`src/rtl/efpga_tcdm_burst_master.sv`:
```
// efpga_tcdm_burst_master: turns one read/write burst command into single-word TCDM transactions.
// Ports:
//   efpga_clk, efpga_rst                 clock, asynchronous active-high reset
//   cmd_valid/ready/write/addr/len       burst command handshake (len 0 = no-op)
//   wr_valid/ready/data                  write-data input stream
//   rd_valid/ready/data                  read-data output stream (FWFT FIFO)
//   tcdm_req/gnt/wen/addr/be/wdata       request side towards the TCDM CDC interface
//   tcdm_rdata/valid                     in-order responses, one per granted request
//   busy, done, err                      status: not idle, completion pulse, sticky error
module efpga_tcdm_burst_master #(
    parameter int ADDR_WIDTH      = 20,
    parameter int LEN_WIDTH       = 8,
    parameter int MAX_OUTSTANDING = 4,
    parameter int RD_FIFO_DEPTH   = 4
) (
    input  logic                  efpga_clk,
    input  logic                  efpga_rst,
    input  logic                  cmd_valid,
    output logic                  cmd_ready,
    input  logic                  cmd_write,
    input  logic [ADDR_WIDTH-1:0] cmd_addr,
    input  logic [LEN_WIDTH-1:0]  cmd_len,
    input  logic                  wr_valid,
    output logic                  wr_ready,
    input  logic [31:0]           wr_data,
    output logic                  rd_valid,
    input  logic                  rd_ready,
    output logic [31:0]           rd_data,
    output logic                  tcdm_req,
    input  logic                  tcdm_gnt,
    output logic                  tcdm_wen,
    output logic [ADDR_WIDTH-1:0] tcdm_addr,
    output logic [3:0]            tcdm_be,
    output logic [31:0]           tcdm_wdata,
    input  logic [31:0]           tcdm_rdata,
    input  logic                  tcdm_valid,
    output logic                  busy,
    output logic                  done,
    output logic                  err
);
    localparam int OW = $clog2(MAX_OUTSTANDING) + 1;
    localparam int CW = $clog2(RD_FIFO_DEPTH) + 1;
    localparam int PW = $clog2(RD_FIFO_DEPTH);
    localparam int SW = (OW > CW ? OW : CW) + 1;
    localparam logic [OW-1:0] MAX_L   = OW'(MAX_OUTSTANDING);
    localparam logic [CW-1:0] DEPTH_L = CW'(RD_FIFO_DEPTH);
    localparam logic [SW-1:0] DEPTH_S = SW'(RD_FIFO_DEPTH);

    typedef enum logic [1:0] {IDLE, ISSUE, DRAIN, DONE} state_t;

    state_t                state_q, state_d;
    logic                  dir_q, dir_d;
    logic [ADDR_WIDTH-1:0] addr_q, addr_d;
    logic [LEN_WIDTH-1:0]  rem_q, rem_d, rem_n;
    logic [OW-1:0]         out_q, out_d;
    logic [CW-1:0]         cnt_q, cnt_d;
    logic [PW-1:0]         wptr_q, rptr_q;
    logic                  req_q, req_d;
    logic [31:0]           wdata_q, wdata_d;
    logic                  err_q, err_d;
    logic [31:0]           mem [RD_FIFO_DEPTH];
    logic                  accept, grant, valid_ok, pop, push, push_ok, credit_ok, wr_fire;
    logic                  unused_addr_lsb;

    assign unused_addr_lsb = ^cmd_addr[1:0];

    assign accept    = cmd_valid & cmd_ready;
    assign grant     = req_q & tcdm_gnt;
    // a response with nothing outstanding is spurious and must not underflow the counter
    assign valid_ok  = tcdm_valid & (out_q != '0);
    assign out_d     = out_q + OW'(grant) - OW'(valid_ok);
    assign rem_n     = rem_q - LEN_WIDTH'(grant);
    assign pop       = rd_ready & (cnt_q != '0);
    assign push      = valid_ok & ~dir_q;
    assign push_ok   = push & ((cnt_q != DEPTH_L) | pop);
    assign cnt_d     = cnt_q + CW'(push_ok) - CW'(pop);
    // a new read request reserves a FIFO slot: outstanding + stored + new request must fit
    assign credit_ok = ((SW'(out_d) + SW'(cnt_d)) < DEPTH_S) & (out_d < MAX_L);
    assign wr_fire   = wr_valid & wr_ready;

    always_ff @(posedge efpga_clk or posedge efpga_rst) begin
        if (efpga_rst) state_q <= IDLE;
        else           state_q <= state_d;
    end

    always_comb begin
        state_d = state_q;
        case (state_q)
            IDLE:    if (accept) state_d = (cmd_len == '0) ? DONE : ISSUE;
            ISSUE:   if (rem_n == '0) state_d = DRAIN;
            DRAIN:   if (out_d == '0) state_d = DONE;
            default: state_d = IDLE;
        endcase
    end

    // a write beat is taken only when the request slot is free after this cycle
    always_comb begin
        cmd_ready = (state_q == IDLE);
        busy      = (state_q != IDLE);
        done      = (state_q == DONE);
        wr_ready  = (state_q == ISSUE) & dir_q & (rem_n != '0) & ~(req_q & ~tcdm_gnt) & (out_d < MAX_L);
    end

    // a pending request is held until granted; a grant may be followed back-to-back
    always_comb begin
        dir_d   = accept ? cmd_write : dir_q;
        addr_d  = accept ? {cmd_addr[ADDR_WIDTH-1:2], 2'b00} : (grant ? addr_q + ADDR_WIDTH'(4) : addr_q);
        rem_d   = accept ? cmd_len : rem_n;
        req_d   = (req_q & ~tcdm_gnt) | ((state_q == ISSUE) & (rem_n != '0) & (dir_q ? wr_fire : credit_ok));
        wdata_d = wr_fire ? wr_data : wdata_q;
        err_d   = accept ? 1'b0 : (err_q | (tcdm_valid & (out_q == '0)) | (push & ~push_ok));
    end

    always_ff @(posedge efpga_clk or posedge efpga_rst) begin
        if (efpga_rst) begin
            dir_q   <= 1'b0;
            addr_q  <= '0;
            rem_q   <= '0;
            out_q   <= '0;
            cnt_q   <= '0;
            wptr_q  <= '0;
            rptr_q  <= '0;
            req_q   <= 1'b0;
            wdata_q <= '0;
            err_q   <= 1'b0;
        end else begin
            dir_q   <= dir_d;
            addr_q  <= addr_d;
            rem_q   <= rem_d;
            out_q   <= out_d;
            cnt_q   <= cnt_d;
            wptr_q  <= wptr_q + PW'(push_ok);
            rptr_q  <= rptr_q + PW'(pop);
            req_q   <= req_d;
            wdata_q <= wdata_d;
            err_q   <= err_d;
        end
    end

    always_ff @(posedge efpga_clk) begin
        if (push_ok) mem[wptr_q] <= tcdm_rdata;
    end

    assign tcdm_req   = req_q;
    assign tcdm_wen   = ~dir_q;
    assign tcdm_addr  = addr_q;
    assign tcdm_be    = 4'hF;
    assign tcdm_wdata = wdata_q;
    assign rd_valid   = (cnt_q != '0);
    // storage is not reset, so the head word is masked while the FIFO is empty
    assign rd_data    = rd_valid ? mem[rptr_q] : 32'h0;
    assign err        = err_q;
endmodule
```
`config.mk`:
```
export PLATFORM = sky130hd
export DESIGN_NAME = efpga_tcdm_burst_master
export DESIGN_NICKNAME = d
export VERILOG_FILES = /design/src/rtl/efpga_tcdm_burst_master.sv
export SDC_FILE = /design/constraint.sdc
export NUM_CORES = 1
export LEC_CHECK = 0
export BUFFER_PORTS_ARGS = -buffer_cell sky130_fd_sc_hd__buf_4
export CAP_MARGIN = 5
export CORE_ASPECT_RATIO = 0.6
export CORE_MARGIN = 5
export CORE_UTILIZATION = 58
export DETAILED_ROUTE_END_ITERATION = 7
export GPL_TIMING_DRIVEN = 0
export HOLD_SLACK_MARGIN = 0.03
export PLACE_DENSITY = 0.92
export SYNTH_ARGS = -nofsm -noshare
export SYNTH_HDL_FRONTEND = slang
export SYNTH_SLANG_ARGS = --single-unit
```
`constraint.sdc`:
```
create_clock -name efpga_clk -period 10 [get_ports efpga_clk]
set_clock_uncertainty 0.1 [all_clocks]
set_input_delay 0.5 -clock efpga_clk [delete_from_list [all_inputs] [get_ports efpga_clk]]
set_output_delay 0.5 -clock efpga_clk [all_outputs]
set_load 0.01 [all_outputs]
```
== After elaboration in Yosys (flattened, before gate mapping) ==
Memories as Yosys holds them, arrays and structs flattened.
Index checks and enable logic that the tools add are counted.

* Word-level logic and storage cells: 79
* Bits in registers: 75
* Memories kept: 1
* Output and inout bits: 96
* Bits in writable memories: 128

{| class="wikitable"
|+ Memories
! name !! depth !! bits a word !! read ports !! clocked after memory_dff !! wr ports !! RTL line !! RTL
|-
| mem || 4 || 32 || 1 || 0 || 1 || 61 || <nowiki>logic [31:0] mem [RD_FIFO_DEPTH];</nowiki>
|}

* Add/subtract/negate cells: 9
* Bitwise logic cells: 25
* Muxes and demuxes: 13
* Order comparisons: 2
* Equal/unequal tests: 7
* Reduce and logical (&&, ||, !) cells: 11

{| class="wikitable"
|+ Operators by type and width
! cell !! count
|-
| 2-to-1 mux 20 bit || 2
|-
| 2-to-1 mux 32 bit || 1
|-
| adder 20 x 3 -> 20 bit, second input constant || 1
|-
| bitwise AND 1 bit || 17
|-
| zero test 8 bit || 2
|-
| 2-to-1 mux 2 bit || 4
|-
| 2-to-1 mux 8 bit || 1
|-
| nonzero test 8 bit || 1
|-
| subtractor 8 x 1 -> 8 bit || 1
|-
| adder 3 x 1 -> 3 bit || 2
|-
| zero test 3 bit || 2
|-
| case mux 2 bit (3 select lines) || 1
|-
| nonzero test 3 bit || 2
|-
| subtractor 3 x 1 -> 3 bit || 2
|-
| adder 2 x 1 -> 2 bit || 2
|-
| adder 3 x 3 -> 4 bit || 1
|-
| == test 2 bit, second input constant || 2
|-
| less-than comparator 4 x 3 -> 1 bit, second input constant || 1
|-
| 2-to-1 mux 1 bit || 4
|-
| != test 2 bit, second input constant || 2
|-
| NOT 1 bit || 4
|-
| bitwise OR 1 bit || 4
|-
| nonzero test 2 bit || 2
|-
| less-than comparator 3 bit, second input constant || 1
|-
| other kinds (5) || 5
|}

== Longest topological paths before layout ==
* Word-level depth: 12
* Mapped depth: 14
* Mapped depth without buffers: 14

== Worst setup path after synthesis ==
Ideal clock, no wire load.

* Path kind: input to register
* Start: input port tcdm_valid
* End: memory mem[2][0], enable pin
* Data required time: 9.432 ns
* Stages on the path: 3
* Path slack: 6.075 ns
* Arrival time: 3.357 ns
* Path buffers: 0
* Cells stage by stage: nand2_1 or3_1 nor3b_1

* Cells in the longest elaborated chain, start to end: 5

{| class="wikitable"
|+ RTL lines
! element !! RTL line !! RTL
|-
| from (decl) || 36 || <nowiki>input logic tcdm_valid,</nowiki>
|-
| bitwise AND 1 bit || 70 || <nowiki>assign valid_ok = tcdm_valid & (out_q != '0);</nowiki>
|-
| bitwise AND 1 bit || 74 || <nowiki>assign push = valid_ok & ~dir_q;</nowiki>
|-
| bitwise AND 1 bit || 75 || <nowiki>assign push_ok = push & ((cnt_q != DEPTH_L) | pop);</nowiki>
|-
| 2-to-1 mux 1 bit || 141 || <nowiki>if (push_ok) mem[wptr_q] <= tcdm_rdata;</nowiki>
|-
| 2-to-1 mux 1 bit (not written as such) || 141 ||
|-
| to (decl) || 61 ||
|}

No other way between the ends.

== Worst setup path after layout ==
* Start: register cnt_q[1]
* End: register req_q (netlist: tcdm_req)

* Cells in the longest elaborated chain, start to end: 12

{| class="wikitable"
|+ RTL lines
! element !! RTL line !! RTL
|-
| from (decl) || 56 || <nowiki>logic [CW-1:0] cnt_q, cnt_d;</nowiki>
|-
| from (signal assigned) || 131 || <nowiki>cnt_q <= cnt_d;</nowiki>
|-
| nonzero test 3 bit || 73 || <nowiki>assign pop = rd_ready & (cnt_q != '0);</nowiki>
|-
| bitwise AND 1 bit || 73 ||
|-
| bitwise OR 1 bit || 75 ||
|-
| bitwise AND 1 bit || 75 ||
|-
| adder 3 x 1 -> 3 bit || 76 || <nowiki>assign cnt_d = cnt_q + CW'(push_ok) - CW'(pop);</nowiki>
|-
| subtractor 3 x 1 -> 3 bit (*) || 76 ||
|-
| net cnt_d[2] || 56 ||
|-
| adder 3 x 3 -> 4 bit (*) || 78 || <nowiki>assign credit_ok = ((SW'(out_d) + SW'(cnt_d)) < DEPTH_S) & (out_d < MAX_L);</nowiki>
|-
| less-than comparator 4 x 3 -> 1 bit (*) || 78 ||
|-
| bitwise AND 1 bit (*) || 78 ||
|-
| 2-to-1 mux 1 bit (*) || 109 || <nowiki>req_d = (req_q & ~tcdm_gnt) | ((state_q == ISSUE) & (rem_n != '0) & (dir_q ? wr_fire : credit_ok));</nowiki>
|-
| bitwise AND 1 bit (*) || 109 ||
|-
| bitwise OR 1 bit (*) || 109 ||
|-
| net req_d || 58 || <nowiki>logic req_q, req_d;</nowiki>
|-
| to (signal assigned) || 134 || <nowiki>req_q <= req_d;</nowiki>
|-
| to (decl) || 58 ||
|}

The timed path passes the listed nets; every way through them passes the cells marked *.
A chain may end at the register's enable or synchronous reset.

==> run metrics <==
Area growth syn-to-layout 28.5%; sequential cell area fraction in the yosys report 67.2%; Post-CTS Resized 0; CP Depth 13; Crit Path Max Fanout 7; Die Area 17100 µm²; headroom to the max-slew limit 37.2%; Least-Margin Pin Slew 934 ps; Die W 166 µm; io pins 196; gr ovfl total 0; worst path buffer plus inverter count 2; final worst path period share 38.7%; # rows 34; Total Power Consumption 3350 µW; worst skew pair latency 470 ps; DP HPWL 13400 µm; Die H 103 µm; Routed Antenna Nets 0; Fillers 845; fmax 258 MHz; final setup vio count 0; post-cts hold buffer count 0; post-synthesis cell count 513; crit path DAT 4150 ps; power share of the sequential group 37.8%; Sw Share 32.7%; slowest cell on the critical path nor3_1; internal power 2260 µW; CTS tree done; PwrDens 309 nW/µm²; maximum VDD drop 142 µV; RSZ-0062 raised after global routing false; CP delay by family, top simple AND/OR/NAND/NOR gates; Critical Path Max Stage Delay 780 ps; Setup Buffers After CTS 0; Hold WC Path Type in2async; synth top area cells edfxtp_1, dfrtp_1, mux4_2, mux2_4, nor2b_1; clk buf depth 3; crit-path cells nor3_1, nor2b_1, ha_1, inv_1, ha_1, inv_1, fa_1, xnor2_1, xnor2_1, ha_1, nor4_1, a22oi_1, o21ai_0; first-pass GRT wire length 30000 µm; Worst setup EP type flip-flop; routability cong. 0.797; largest net degree at the start of global routing 74; status complete, no violations; Initial Utilization 58.7%; leak pwr 0.00449 µW; total core area 14400 µm²; Yosys cell types 41; CP Data Required Time 10280 ps; final hold vios 0; DRT Wirelength 19100 µm; Core Util, Final 75.4%; vias in the first global route 5431; logic gate share of total power 40.9%; Iteration-0 DRC Markers 379; Setup crit start kind flip-flop; Post-synth EDFFs 128; WL per Instance 20.3 µm; Primary FF master, synth edfxtp_1; root buffer cell clkbuf_16; proportion of layout cells with a drive suffix above 1 41.5%; Vias per Instance 5.48; number of diodes 0; post-layout min period 3870 ps; # DRC 0; Tot GR Track Use 22.4%; most frequent cells in the layout buf_4, edfxtp_1, dfrtp_1; count of state elements after synthesis 201; syn avg cell area 16.4 µm²; final slew viol count 0; most common cell after layout, fill and taps aside buf_4; first drt pass iteration count 5; YS warnings 0; Port-buffer cells 187; kind of critical path reg2reg; clock share of power 21.4%; async set-reset flop share out of synthesis 36.3%; Synth area leader edfxtp_1; Max-Cap Viols 0; via count 5160; initial antenna violation count 0; fin nets 849; H-tree depth 1; area share of the largest cell type after synthesis 45.6%; Net Sw Power 1100 µW; CTS buffer count 19; mapped cell area 8440 µm²; Clock Sinks 201; Worst R2R Path Depth 13; TNS Setup 0 ps; Reg clk slew, reported paths 70 ps; most frequent CP cell ha_1
==> routing by layer <==
metal  wire (µm)  vias to the layer above  share of wire (%)  global-route usage [%]
met2        9880                      179                 52                    39.0
li1            -                     2323                  -                       -
met1        7810                     2628                 41                    30.0
met3        1110                       30                5.8                    4.71
met5           0                        -                  0                       0
met4         332                        0                1.7                    4.75
==> final timing paths <==
kind / slack, ps / startpoint / end
max: 6130 / cnt_q[1] / tcdm_req
max reg2reg: 6130 / cnt_q[1] / tcdm_req
min: 130 / efpga_rst / tcdm_wdata[24]
max in group asynchronous: 9080 / efpga_rst / out_q[1]
min reg2reg: 410 / tcdm_wdata[2] / tcdm_wdata[2]
min in group efpga_clk: 130 / tcdm_rdata[6] / mem[0][6]
==> power groups by stage <==
stage	logic (µW)	registers (µW)	clock network [µW]
floorplan	756	1290	0
CTS	1390	1270	731
detailed placement	1370	1280	0
finish	1370	1270	717
global placement	1290	1260	0
global route	1480	1290	772
==> Yosys cell counts, types with 2 or more instances <==
cell,count
buf_1,2
buf_6,3
nor3_1,4
nand3_1,8
dfrtp_1,73
buf_4,6
fa_1,2
xor2_1,15
conb_1,2
nor2_1,34
inv_1,21
and3_1,5
or3_1,3
ha_1,15
nor4_1,3
nand2_1,13
nand4_1,4
edfxtp_1,128
a21oi_1,26
mux2_4,30
nor3b_1,4
nor2b_1,33
mux4_2,32
clkbuf_1,14
xnor2_1,13
mux2_2,5
==> per-stage QoR <==
step	instances	cell area (µm²)	hold slack, ps	setup slack [ps]
after floorplan	517	8450	377	6070
after global placement	902	10100	391	4360
after detailed placement	909	10200	395	6180
after CTS	942	10800	108	6090
after global routing	942	10800	113	5900
final	942	10800	125	6130
==> flip-flops by register name (all words and copies together), names as in the netlist <==
| signal | flops |
|---|---|
| wptr_q | 2 |
| mem | 128 |
| err | 1 |
| tcdm_wdata | 32 |
| cnt_q | 3 |
| rem_q | 8 |
| rptr_q | 2 |
| tcdm_req | 1 |
| dir_q | 1 |
| out_q | 3 |
| state_q | 2 |
| tcdm_addr | 18 |
==> logic make-up (layout without fill, tap and decap cells) <==
family | count (synthesis) | after routing | share of synthesized area, %
flip-flops | 201 | 201 | 67.2
AND/OR/NAND/NOR | 117 | 117 | 7.46
multiplexers | 68 | 68 | 14.7
buffers and inverters | 46 | 273 | 2.58
AO/OA/AOI/OAI | 34 | 34 | 2.39
XOR/XNOR | 28 | 28 | 2.91
adder cells (fa/ha/maj) | 17 | 17 | 2.70
other | 2 | 6 | 0.0890
==> final cells by class <==
type	instances	area [µm²]	area share, %
well taps	198	248	2.28
clock inverters	10	111	1.03
inverters	21	81.3	0.750
multi-input cells	270	2580	23.8
repair buffers	194	1500	13.9
plain buffers	25	139	1.28
flip-flops and latches	201	5670	52.3
clock buffers	23	510	4.71
Note: power is estimated with default switching activity, not from simulation.
